File: src/rtl/lsu_issue_arb.sv
`timescale 1ns/1ps
`default_nettype none
// ============================================================================
// Module   : lsu_issue_arb
// Brief    : Oldest-first LD/ST issue arbiter for the shared LSU, with
//            starvation override, store-buffer gating and mispredict drain.
// Revision : 1.0
// ============================================================================
module lsu_issue_arb #(
    parameter int WORD_SIZE_P  = 16,
    parameter int WIDTH_OP     = 4,
    parameter int ROB_ENTRY    = 16,
    parameter int NUM_PHYS_REG = 32,
    parameter int SB_ENTRY     = 8,
    parameter int STARVE_MAX   = 4,
    parameter int FLUSH_CYCLES = 2,
    localparam int c_rob_w = $clog2(ROB_ENTRY),
    localparam int c_reg_w = $clog2(NUM_PHYS_REG),
    localparam int c_sb_w  = $clog2(SB_ENTRY),
    localparam int c_pkt_w = WIDTH_OP + 3*WORD_SIZE_P + c_rob_w + c_reg_w + c_sb_w
) (
    input  logic                   clk_i,
    input  logic                   reset_n_i,
    input  logic                   ld_v_i,
    input  logic [c_pkt_w-1:0]     ld_pkt_i,
    output logic                   ld_ready_o,
    input  logic                   st_v_i,
    input  logic [c_pkt_w-1:0]     st_pkt_i,
    output logic                   st_ready_o,
    input  logic [c_rob_w-1:0]     rob_head_i,
    input  logic                   sb_full_i,
    input  logic                   mispredict_i,
    output logic                   exe_v_o,
    output logic [WIDTH_OP-1:0]    opcode_o,
    output logic [WORD_SIZE_P-1:0] operand1_o,
    output logic [WORD_SIZE_P-1:0] operand2_o,
    output logic [WORD_SIZE_P-1:0] imm_o,
    output logic [c_rob_w-1:0]     rob_dest_o,
    output logic [c_reg_w-1:0]     reg_dest_o,
    output logic [c_sb_w-1:0]      sb_dest_o,
    output logic                   busy_o
);

    localparam int c_reg_lo = c_sb_w;
    localparam int c_rob_lo = c_reg_lo + c_reg_w;
    localparam int c_imm_lo = c_rob_lo + c_rob_w;
    localparam int c_op2_lo = c_imm_lo + WORD_SIZE_P;
    localparam int c_op1_lo = c_op2_lo + WORD_SIZE_P;
    localparam int c_opc_lo = c_op1_lo + WORD_SIZE_P;
    localparam int c_stv_w  = $clog2(STARVE_MAX + 1);
    localparam int c_fl_w   = (FLUSH_CYCLES > 1) ? $clog2(FLUSH_CYCLES) : 1;
    localparam logic [c_stv_w-1:0] c_stv_max  = c_stv_w'(STARVE_MAX);
    localparam logic [c_fl_w-1:0]  c_fl_load  = c_fl_w'(FLUSH_CYCLES - 1);

    typedef enum logic [0:0] {
        ST_RUN   = 1'b0,
        ST_FLUSH = 1'b1
    } state_t;

    state_t               r_state;
    logic [c_fl_w-1:0]    r_flush_cnt;
    logic [c_stv_w-1:0]   r_ld_starve;
    logic [c_stv_w-1:0]   r_st_starve;
    logic                 r_exe_v;
    logic [c_pkt_w-1:0]   r_pkt;

    logic                 w_run;
    logic                 w_ld_elig;
    logic                 w_st_elig;
    logic [c_rob_w-1:0]   w_ld_age;
    logic [c_rob_w-1:0]   w_st_age;
    logic                 w_gnt_ld;
    logic                 w_gnt_st;

    // Reset is folded in so the ready outputs are low while held in reset.
    always_comb begin
        w_run     = reset_n_i && (r_state == ST_RUN) && !mispredict_i;
        w_ld_elig = ld_v_i && w_run;
        w_st_elig = st_v_i && !sb_full_i && w_run;
        w_ld_age  = ld_pkt_i[c_rob_lo +: c_rob_w] - rob_head_i;
        w_st_age  = st_pkt_i[c_rob_lo +: c_rob_w] - rob_head_i;
        w_gnt_ld  = 1'b0;
        w_gnt_st  = 1'b0;
        if (w_ld_elig && !w_st_elig) begin
            w_gnt_ld = 1'b1;
        end else if (w_st_elig && !w_ld_elig) begin
            w_gnt_st = 1'b1;
        end else if (w_ld_elig && w_st_elig) begin
            if (r_ld_starve == c_stv_max) begin
                w_gnt_ld = 1'b1;
            end else if (r_st_starve == c_stv_max) begin
                w_gnt_st = 1'b1;
            end else if (w_st_age < w_ld_age) begin
                w_gnt_st = 1'b1;
            end else begin
                w_gnt_ld = 1'b1;
            end
        end
    end

    assign ld_ready_o = w_gnt_ld;
    assign st_ready_o = w_gnt_st;

    always_ff @(posedge clk_i or negedge reset_n_i) begin
        if (!reset_n_i) begin
            r_state     <= ST_RUN;
            r_flush_cnt <= '0;
            r_ld_starve <= '0;
            r_st_starve <= '0;
            r_exe_v     <= 1'b0;
            r_pkt       <= '0;
        end else begin
            case (r_state)
                ST_RUN: begin
                    if (mispredict_i) begin
                        r_state     <= ST_FLUSH;
                        r_flush_cnt <= c_fl_load;
                    end
                end
                ST_FLUSH: begin
                    if (mispredict_i) begin
                        r_flush_cnt <= c_fl_load;
                    end else if (r_flush_cnt == '0) begin
                        r_state <= ST_RUN;
                    end else begin
                        r_flush_cnt <= r_flush_cnt - 1'b1;
                    end
                end
                default: r_state <= ST_RUN;
            endcase

            // Starvation only accrues between competing eligible requests.
            if (!w_run) begin
                r_ld_starve <= '0;
                r_st_starve <= '0;
            end else begin
                if (w_gnt_ld || !ld_v_i) begin
                    r_ld_starve <= '0;
                end else if (r_ld_starve != c_stv_max) begin
                    r_ld_starve <= r_ld_starve + 1'b1;
                end

                if (w_gnt_st || !st_v_i) begin
                    r_st_starve <= '0;
                end else if (!sb_full_i && r_st_starve != c_stv_max) begin
                    r_st_starve <= r_st_starve + 1'b1;
                end
            end

            r_exe_v <= w_gnt_ld || w_gnt_st;
            if (w_gnt_st) begin
                r_pkt <= st_pkt_i;
            end else if (w_gnt_ld) begin
                r_pkt <= ld_pkt_i;
            end
        end
    end

    assign exe_v_o    = r_exe_v;
    assign opcode_o   = r_pkt[c_opc_lo +: WIDTH_OP];
    assign operand1_o = r_pkt[c_op1_lo +: WORD_SIZE_P];
    assign operand2_o = r_pkt[c_op2_lo +: WORD_SIZE_P];
    assign imm_o      = r_pkt[c_imm_lo +: WORD_SIZE_P];
    assign rob_dest_o = r_pkt[c_rob_lo +: c_rob_w];
    assign reg_dest_o = r_pkt[c_reg_lo +: c_reg_w];
    assign sb_dest_o  = r_pkt[c_sb_w-1:0];
    assign busy_o     = (r_state == ST_FLUSH);

endmodule
`default_nettype wire

File: config.mk
export PLATFORM = sky130hd
export DESIGN_NAME = lsu_issue_arb
export DESIGN_NICKNAME = d
export VERILOG_FILES = /design/src/rtl/lsu_issue_arb.sv
export SDC_FILE = /design/constraint.sdc
export NUM_CORES = 1
export LEC_CHECK = 0
export ABC_AREA = 1
export BUFFER_PORTS_ARGS = -buffer_cell sky130_fd_sc_hd__buf_2
export CORE_UTILIZATION = 51
export DETAILED_ROUTE_END_ITERATION = 6
export GPL_ROUTABILITY_DRIVEN = 0
export HOLD_SLACK_MARGIN = 0.03
export PLACE_DENSITY = 0.85
export SLEW_MARGIN = 10
export SYNTH_ARGS = -nofsm -noshare
export SYNTH_HDL_FRONTEND = slang
export SYNTH_SLANG_ARGS = --single-unit
export TNS_END_PERCENT = 10
File: constraint.sdc
create_clock -name clk_i -period 3.75 [get_ports clk_i]
set_input_delay 0.375 -clock clk_i [delete_from_list [all_inputs] [get_ports clk_i]]
set_output_delay 0.375 -clock clk_i [all_outputs]
set_load 0.005 [all_outputs]
==> results.toml <==
[status]
outcome = "completed"

[die]
die_area_um2 = 9270
core-area_um2 = 8680
die_w_um = 96.3
row_count = 34
start_util_pct = 52.3
die_y_um = 96.3
num_io_pins = 206

[sta]
drv_slew = 0
fin_skew_ns = 0.0150
grt_setup_unrepaired = "no"
holdWs_ns = 0.240
fmax_mhz = 348
finalHoldViolCount = 0
relSlewSlack_pct = 25.1
fin_crit_ns = 2.87
tightest_slew_ns = 1.12
setup_violations = 0
timing.setup.tns_ns = 0
fin_crit_sh_pct = 76.6

[synthesis]
synth_cell_type_count = 23
yosysWarnings = 0
async_reset_ff_share_pct = 100
synth_seq_area_share_pct = 40.3
syn_area_um2 = 4540
synth_edf_count = 0
ys_ff_latch = 73
postSynthCellCount = 644
syn_nets = 797
ys.flop_type = "dfrtp_1"
avgSynthCellArea_um2 = 7.04

[routing]
vias = 4532
post-route-drc-count = 0
dr.pass1.iters = 4
drt_iter0_drc = 221
drt-total-wl_um = 11100
wl_per_cell_um = 11.8
antenna_left = 0
detail_route.vias_per_cell = 4.81

[setup_path]
cp-end-kind = "output port"
critical_path_class = "primary input to output port"
cp_max_fo = 14
critical_path_required_ns = 3.38
arrival_ns = 2.50
start_kind = "primary input"

[global_routing]
grt_usage_pct = 24.6
grt_start_max_net_pins = 74
grt_overflow = 0
antenna_found_initial = 0
grt_pass1_wl_um = 17600
grt_pass1_vias = 3987

[cells_and_area]
mostFrequentLayoutCells = "buf_2 (204), nand2_1 (186), inv_1 (148)"
layout_commonest_cell = "buf_2"
num_antenna_cells = 0
nFillCells = 777
area_growth_pct = 26.9
final_nets = 984
drive_gt1_share_pct = 30.8
layoutNonFillerInstCount = 943

[clock_tree]
post_cts_resized = 0
clk_pin_slew_ns = 0.08
worst_skew_pair.late_latency_ns = 0.34
post-cts-setup-buffers = 0
clockBufferDepth = 2
cts.sinks = 73
root_buffer = "clkbuf_8"
cts_tree = "done"
numCtsBuffers = 9
ctsHtreeMaxLevel = 3
hold_buffers = 0

[power]
p_total_w = 0.00242
p_per_area_nw_per_um2 = 420
p_leak_nw = 3.74
ir_drop_mv = 0.185

[min_path]
hp-class = "primary input to async pin"

[placement]
dp_cells = 928
hpwlAfterDp_um = 7700
io_buffer_count = 205

[flow_run]
cap_violations = 0
## layout make-up
cell class	instances	area [um^2]	area share [%]
Clock inverter	5	104	1.80
Timing Repair Buffer	211	1090	18.9
Multi-Input combinational cell	385	1900	33.0
Inverter	151	567	9.85
Clock buffer	10	138	2.39
Sequential cell	73	1830	31.7
Tap cell	108	135	2.35
## critical path: stages
cell	delay [ns]
buf_2	0.10
inv_1	0.08
ha_1	0.28
nand2_1	0.04
o21ai_0	0.22
xor2_1	0.20
ha_1	0.27
a21oi_1	0.15
nand2_1	0.07
nand2_1	0.10
nand2_2	0.07
nand2_2	0.31
buf_2	0.22
## where the power goes
group | switching (W) | internal [W] | leakage, nW | total [W]
Combinational | 0.000319 | 0.000301 | 2.69 | 0.000620
Sequential | 0.0000948 | 0.000965 | 0.925 | 0.00106
Clock | 0.000280 | 0.000457 | 0.122 | 0.000737
Total | 0.000694 | 0.00172 | 3.74 | 0.00242
## routing by layer
metal | part of all wire [%] | GRT usage, % | routed length, um
met5 | 0 | 0 | 0
met4 | 1.2 | 8.33 | 135
met3 | 6.2 | 3.95 | 692
met2 | 51 | 44.0 | 5630
met1 | 42 | 30.0 | 4680
## per-stage QoR
step | cell area [um^2] | setup slack, ns | utilization, %
final | 5750 | 0.878 | 66.3
after global routing | 5750 | 0.651 | 66.3
after CTS | 5750 | 0.869 | 66.3
after detailed placement | 5510 | 0.684 | 63.5
after global placement | 5510 | 0.792 | 63.5
after floorplan | 4540 | 1.40 | -
## cell usage after synthesis, types with 4 or more instances
master,number,area share [%]
ha_1,13,3.6
nand2_2,23,3.2
inv_1,149,12
dfrtp_1,73,40
nor2_1,6,0.50
buf_6,5,1.2
xnor2_1,5,0.97
nand2_1,186,15
nand3_1,132,15
a21oi_1,6,0.66
o21ai_0,4,0.44
buf_4,7,1.2
buf_2,19,2.1
## cells by family (layout without fill, tap and decap cells)
| kind of cell | after synthesis | after routing | synth area share, % |
|---|---|---|---|
| buffers and inverters | 186 | 377 | 18.0 |
| DFF | 73 | 73 | 40.3 |
| AOI/OAI and AO/OA | 11 | 11 | 1.27 |
| xor gates and xnor gates | 7 | 7 | 1.35 |
| adders and majority gates | 15 | 15 | 4.47 |
| and+or+nand+nor | 352 | 352 | 34.6 |
## sequential cells by signal, indices dropped and copies added, names as in the netlist
register and flops:
r_st_starve 3, r_flush_cnt 1, r_ld_starve 3, r_pkt 64, busy_o 1, exe_v_o 1
## worst paths after layout
check                                                   to  depth (start not counted)  slack, ns                  startpoint
worst max register to register        r_pkt[8]$_DFFE_PN0P_                          9       1.60            busy_o$_DFF_PN0_
max in group asynchronous            r_pkt[56]$_DFFE_PN0P_                          2       2.88                   reset_n_i
worst min-delay path                 r_pkt[53]$_DFFE_PN0P_                          2       0.24                   reset_n_i
worst min register to register  r_ld_starve[0]$_DFFE_PN0P_                          1       0.47  r_ld_starve[0]$_DFFE_PN0P_
min in group clk_i                 r_flush_cnt$_DFFE_PN0P_                          3       0.25                mispredict_i
worst max-delay path                            st_ready_o                         13       0.88               rob_head_i[1]
(Power assumes the default switching activity.)
